<file path="src/rtl/sea_round_ctrl.sv">
// Iterative SEA round controller: one (L,R,K) block in, NR rounds through the external round datapath, result out.
// Latency: out_valid rises NR cycles after the accept edge; minimum block period is NR+2 cycles.
// Backpressure: in_ready only in IDLE; the result is held stable in DONE until out_ready is high.
//
// Ports:
//   clk, rst_n                    clock, asynchronous active-low reset
//   in_valid/in_ready, in_dec     input handshake and encrypt(0)/decrypt(1) select
//   in_l, in_r, in_k              48-bit left half, right half and key
//   out_valid/out_ready           output handshake
//   out_l, out_r                  48-bit result halves
//   rd_li, rd_ri, rd_ki, rd_dec   drive the combinational round datapath
//   rd_nli, rd_nri                round datapath results, registered each RUN cycle
//   rnd, busy                     current round index, high while rounds are running
//   abort                         only with SEA_CTRL_ABORT_EN defined: drops the block in RUN/DONE
//
// Optional feature macro: SEA_CTRL_ABORT_EN

module sea_round_ctrl #(
    parameter int NR   = 16,    // rounds, 1..255
    parameter int KROT = 8      // key rotate per round in bits, 0..47
) (
    input  logic        clk,
    input  logic        rst_n,
    input  logic        in_valid,
    output logic        in_ready,
    input  logic        in_dec,
    input  logic [47:0] in_l,
    input  logic [47:0] in_r,
    input  logic [47:0] in_k,
    output logic        out_valid,
    input  logic        out_ready,
    output logic [47:0] out_l,
    output logic [47:0] out_r,
    output logic [47:0] rd_li,
    output logic [47:0] rd_ri,
    output logic [47:0] rd_ki,
    input  logic [47:0] rd_nli,
    input  logic [47:0] rd_nri,
    output logic        rd_dec,
    output logic [7:0]  rnd,
    output logic        busy
`ifdef SEA_CTRL_ABORT_EN
    ,
    input  logic        abort
`endif
);

    // Per-round key step, and the start offset for decrypt: decrypt walks
    // the encrypt key schedule backwards, so it starts at the key used by
    // the last encrypt round, rotl(K, KROT*(NR-1)).
    localparam int          KSTEP    = KROT % 48;
    localparam int          KDEC     = (KROT * (NR - 1)) % 48;
    localparam logic [7:0]  RND_LAST = 8'(NR - 1);

    typedef enum logic [1:0] {
        S_IDLE = 2'd0,
        S_RUN  = 2'd1,
        S_DONE = 2'd2
    } state_t;

    state_t      r_state;
    state_t      w_state_nxt;

    logic [47:0] r_lreg;
    logic [47:0] r_rreg;
    logic [47:0] r_kreg;
    logic        r_dreg;
    logic [7:0]  r_rnd;

    logic        w_accept;
    logic        w_round;
    logic        w_abort;
    logic [47:0] w_k_init;
    logic [47:0] w_k_next;

    // Rotations via a doubled word so that a zero amount needs no special
    // case (a shift by the full width would otherwise be required).
    function automatic logic [47:0] rotl48(input logic [47:0] x, input int n);
        logic [95:0] w_dbl;
        w_dbl = {x, x} >> (48 - n);
        return w_dbl[47:0];
    endfunction

    function automatic logic [47:0] rotr48(input logic [47:0] x, input int n);
        logic [95:0] w_dbl;
        w_dbl = {x, x} >> n;
        return w_dbl[47:0];
    endfunction

`ifdef SEA_CTRL_ABORT_EN
    // Abort is meaningless with nothing in flight.
    assign w_abort = abort & (r_state != S_IDLE);
`else
    assign w_abort = 1'b0;
`endif

    assign w_k_init = in_dec ? rotl48(in_k, KDEC) : in_k;
    assign w_k_next = r_dreg ? rotr48(r_kreg, KSTEP) : rotl48(r_kreg, KSTEP);

    // ------------------------------------------------------------------
    // FSM state register
    // ------------------------------------------------------------------
    always_ff @(posedge clk or negedge rst_n) begin
        if (!rst_n) begin
            r_state <= S_IDLE;
        end else begin
            r_state <= w_state_nxt;
        end
    end

    // ------------------------------------------------------------------
    // FSM next state and datapath strobes
    // ------------------------------------------------------------------
    always_comb begin
        w_state_nxt = r_state;
        w_accept    = 1'b0;
        w_round     = 1'b0;
        case (r_state)
            S_IDLE: begin
                if (in_valid) begin
                    w_accept    = 1'b1;
                    w_state_nxt = S_RUN;
                end
            end
            S_RUN: begin
                w_round = 1'b1;
                if (r_rnd == RND_LAST) begin
                    w_state_nxt = S_DONE;
                end
            end
            S_DONE: begin
                // Taking the result returns to IDLE only; a new block is
                // accepted no earlier than the following cycle.
                if (out_ready) begin
                    w_state_nxt = S_IDLE;
                end
            end
            default: begin
                w_state_nxt = S_IDLE;
            end
        endcase
        // Abort beats both round advance and the output handshake, and
        // leaves the L/R/K registers untouched.
        if (w_abort) begin
            w_state_nxt = S_IDLE;
            w_round     = 1'b0;
        end
    end

    // ------------------------------------------------------------------
    // Block state: halves, key, direction and round counter
    // ------------------------------------------------------------------
    always_ff @(posedge clk or negedge rst_n) begin
        if (!rst_n) begin
            r_lreg <= '0;
            r_rreg <= '0;
            r_kreg <= '0;
            r_dreg <= 1'b0;
            r_rnd  <= '0;
        end else if (w_accept) begin
            r_lreg <= in_l;
            r_rreg <= in_r;
            r_kreg <= w_k_init;
            r_dreg <= in_dec;
            r_rnd  <= '0;
        end else if (w_round) begin
            r_lreg <= rd_nli;
            r_rreg <= rd_nri;
            r_kreg <= w_k_next;
            // Counter stops on the last round index and holds it through
            // DONE and IDLE until the next accept.
            if (r_rnd != RND_LAST) begin
                r_rnd <= r_rnd + 8'd1;
            end
        end
    end

    // ------------------------------------------------------------------
    // Outputs: straight from registers in every state
    // ------------------------------------------------------------------
    assign in_ready  = (r_state == S_IDLE);
    assign out_valid = (r_state == S_DONE);
    assign busy      = (r_state == S_RUN);
    assign out_l     = r_lreg;
    assign out_r     = r_rreg;
    assign rd_li     = r_lreg;
    assign rd_ri     = r_rreg;
    assign rd_ki     = r_kreg;
    assign rd_dec    = r_dreg;
    assign rnd       = r_rnd;

endmodule

</file>
<file path="config.mk">
export PLATFORM = sky130hd
export DESIGN_NAME = sea_round_ctrl
export DESIGN_NICKNAME = d
export VERILOG_FILES = /design/src/rtl/sea_round_ctrl.sv
export SDC_FILE = /design/constraint.sdc
export NUM_CORES = 1
export LEC_CHECK = 0
export CAP_MARGIN = 20
export CORE_AREA = 3 3 191 193
export DETAILED_ROUTE_END_ITERATION = 16
export DIE_AREA = 0 0 194 196
export HOLD_SLACK_MARGIN = 0.1
export PLACE_DENSITY = 0.66
export RECOVER_POWER = 25
export REMOVE_ABC_BUFFERS = 1
export SYNTH_ARGS = -nofsm -noshare
export SYNTH_HDL_FRONTEND = slang
export SYNTH_SLANG_ARGS = --single-unit
</file>
<file path="constraint.sdc">
create_clock -name clk -period 2.3 [get_ports clk]
set_input_delay 0.46 -clock clk [delete_from_list [all_inputs] [get_ports clk]]
set_output_delay 0.46 -clock clk [all_outputs]
set_load 0.01 [all_outputs]
</file>
==> out/results.tsv <==
metric	value	unit
htree depth	4	
die area	38000	um^2
Clk pin slew, worst setup/hold paths	0.07	ns
max-slew violation count	0	
Setup WS post-layout	0.0880	ns
clock period minus worst slack	2.21	ns
RSZ-0062 raised after global routing	false	
Worst Skew	0.0146	ns
net load switching power	6700	uW
top cells by area, synth	dfrtp_1 46%, mux2i_1 12%, buf_4 10%, nand2_1 9.5%, a22oi_1 8.6%	
CP endpoint kind	output port	
vias in the first global route	8133	
Tot Pwr	17100	uW
Mapped Cells	841	
Netlist Area Pre-Place	8370	um^2
share of layout cells above drive strength 1	5.83	%
Yosys reg bits	155	
GRT Util Overall	17.6	%
Comb pwr share	53.4	%
syn avg cell area	9.95	um^2
detailed router's first-iteration violation count	416	
DIE WIDTH	194	um
PortBufs	496	
I/O pins	497	
Via Count	7975	
Placer Congestion	0.838	
status	completed	
slew margin rel.	21.6	%
Post-synth EDFFs	0	
Synth Area in Compound Gates	15.7	%
final hold violations	0	
initial antenna violation count	6	
Die Height	196	um
setup TNS	0	ns
part of the cycle the worst path needs	96.2	%
clk_lat worst skew	0.43	ns
XOR/XNOR share of the synthesized area	0	%
Reg power frac	30.8	%
Placeable Area	34700	um^2
share of the synthesized area in the top cell type	46.4	%
Worst path max stage delay	0.58	ns
largest net degree at the start of global routing	91	
Slew @ Worst Pin	1.18	ns
Leakage	0.00564	uW
Distinct cells, synth	43	
total congestion overflow	0	
TritonCTS Buffers	17	
site row count	68	
Peak Freq	452	MHz
Bufs on Longest Clock Path	2	
crit path DAT	1.75	ns
post-DP HPWL	26800	um
CTS tree	built	
WS Path Type	reg -> out	
clock share of power	15.8	%
Peak VDD IR	0.000558	V
first-pass GRT wire length	52300	um
vias per inst	4.71	
synth warn	0	
placed insts	1656	
Int Pwr	10400	uW
Cell Pwr Density	1250	nW/um^2
max cap viols	0	
area share of and/or/nand/nor cells after synthesis	12.8	%
setup violators final	0	
slowest CP cell	clkdlybuf4s50_1	
drt pass-1 iters	5	
Top FF cell, synth	dfrtp_1	
Sw Ratio	39.1	%
Hold Path Class	reg -> reg	
fraction of registers with async set/reset	100	%
Final Non-Filler Cells	1692	
post-synthesis mux area share	11.6	%
WL per Instance	20.8	um
Clock Tree Root	clkbuf_16	
sequential fraction of the synthesis area	46.4	%
largest area contributor in the netlist	dfrtp_1	
Post-Place Setup Slack	0.254	ns
post-route ant nets	0	
drt total wl	35100	um
crit path launch type	register	
crit-path cells	nand2b_4, inv_4, clkdlybuf4s50_1	
Req. time, crit path	1.84	ns
fill cell count	3439	
crit-path max FO	9	
post-synthesis adder-cell area fraction	0.150	%
synth-to-layout area growth	63.3	%
initial core utilization	24.1	%
Post-route DRC	0	
nets	1467	
largest family of logic cells by synthesized area	compound AO/OA/AOI/OAI gates	
# clock sinks	155	
registers in the layout (all words and copies together), names as in the netlist:
signal / count
out_l: 48
out_r: 48
r_state: 2
rd_dec: 1
rd_ki: 48
rnd: 8
kinds of logic after synthesis:
| logic type | after synthesis |
|---|---|
| buffers and inverters | 161 |
| AO/OA/AOI/OAI | 161 |
| flip-flops | 155 |
| adder cells (fa/ha/maj) | 1 |
| AND/OR/NAND/NOR | 266 |
| multiplexers | 97 |
metal layers:
metal  track usage, %  part of all wire (%)  vias up  wire (um)
li1                 -                     -     3658          -
met1             22.7                    42     3945      14600
met3             5.41                   7.3       31       2550
met4             4.89                   1.6        6        555
met2             28.8                    49      335      17300
met5                0                  0.13        -         47
power by group through the flow:
stage               Clock (uW)  Combinational [uW]  Sequential, uW
finish                    2710                9150            5270
global route              2900                9770            5450
CTS                       2790                9250            5260
detailed placement           0                9230            5270
global placement             0                9100            5280
floorplan                    0                2880            5970
critical path, delay by kind of cell (launching register included):
kind,cells,cell delay [ns]
and+or+nand+nor,1,0.18
DFF,1,0.47
buffers and inverters,2,0.67
placed cells by master (no fill, tap or decap), drive strengths merged:
cell           count
o311a              1
buf               22
o21bai             1
nor3b              1
o221ai            13
nor3               2
nand4b             1
nor4               1
o311ai             3
clkbuf            21
nor2              37
clkinvlp           4
or2b               1
o31ai              1
mux2i             97
nand3              2
diode              3
a22oi             96
o41ai              2
nand2b             3
or3b               1
inv                9
or4                3
ha                 1
o21ba              1
a221oi            35
dfrtp            155
o21ai              3
clkdlybuf4s50    494
clkinv             3
dlygate4sd3        1
nor2b              1
a41o               1
a32o               1
nand4              2
a21oi              3
nand2            211
final timing paths:
check,from,to,slack (ns),depth (start not counted)
max,r_state[1]$_DFFE_PN0P_,busy,0.09,3
min,out_r[43]$_DFFE_PN0P_,out_r[43]$_DFFE_PN0P_,0.51,2
max reg2reg,r_state[1]$_DFFE_PN0P_,out_r[15]$_DFFE_PN0P_,0.65,6
min reg2reg,out_r[43]$_DFFE_PN0P_,out_r[43]$_DFFE_PN0P_,0.51,2
max in group asynchronous,rst_n,out_l[22]$_DFFE_PN0P_,0.39,3
min in group asynchronous,rst_n,r_state[1]$_DFFE_PN0P_,0.81,2
through the flow:
stage / instance area [um^2] / hold WS, ns / util [%]
after global routing: 13700 / 0.541 / 39.4
final: 13700 / 0.510 / 39.4
after floorplan: 7250 / 0.164 / -
after global placement: 13100 / 0.420 / 37.8
after detailed placement: 13100 / 0.424 / 37.8
after CTS: 13700 / 0.506 / 39.4
Yosys cell counts (all sizes together), types with 2 or more instances:
cell type    n
clkbuf       8
nor3         2
a221oi      35
a22oi       96
nand2      211
inv          3
o41ai        2
nand2b       3
o221ai      13
mux2i       97
dfrtp      155
nor2        37
nand3        2
buf        150
o311ai       3
nand4        2
or4          3
a21oi        3
o21ai        3
final cells by class:
| cell class | instances | area [um^2] | area share [%] |
|---|---|---|---|
| clock buffer | 19 | 433 | 3.17 |
| tap | 455 | 569 | 4.17 |
| timing repair buffer | 519 | 5270 | 38.6 |
| sequential | 155 | 3880 | 28.4 |
| antenna | 3 | 7.51 | 0.0549 |
| inverter | 3 | 13.8 | 0.101 |
| multi-input combinational | 525 | 3380 | 24.7 |
| clock inverter | 13 | 109 | 0.797 |
what timing repair did:
item | CTS | global route
endpoints found under the hold margin | 41 | 0
resized for setup | 1 | 1
buffers inserted | 0 | 0
hold buffers | 1 | 0
endpoints found under the setup margin | 1 | 1
Note: power is estimated with default switching activity, not from simulation.
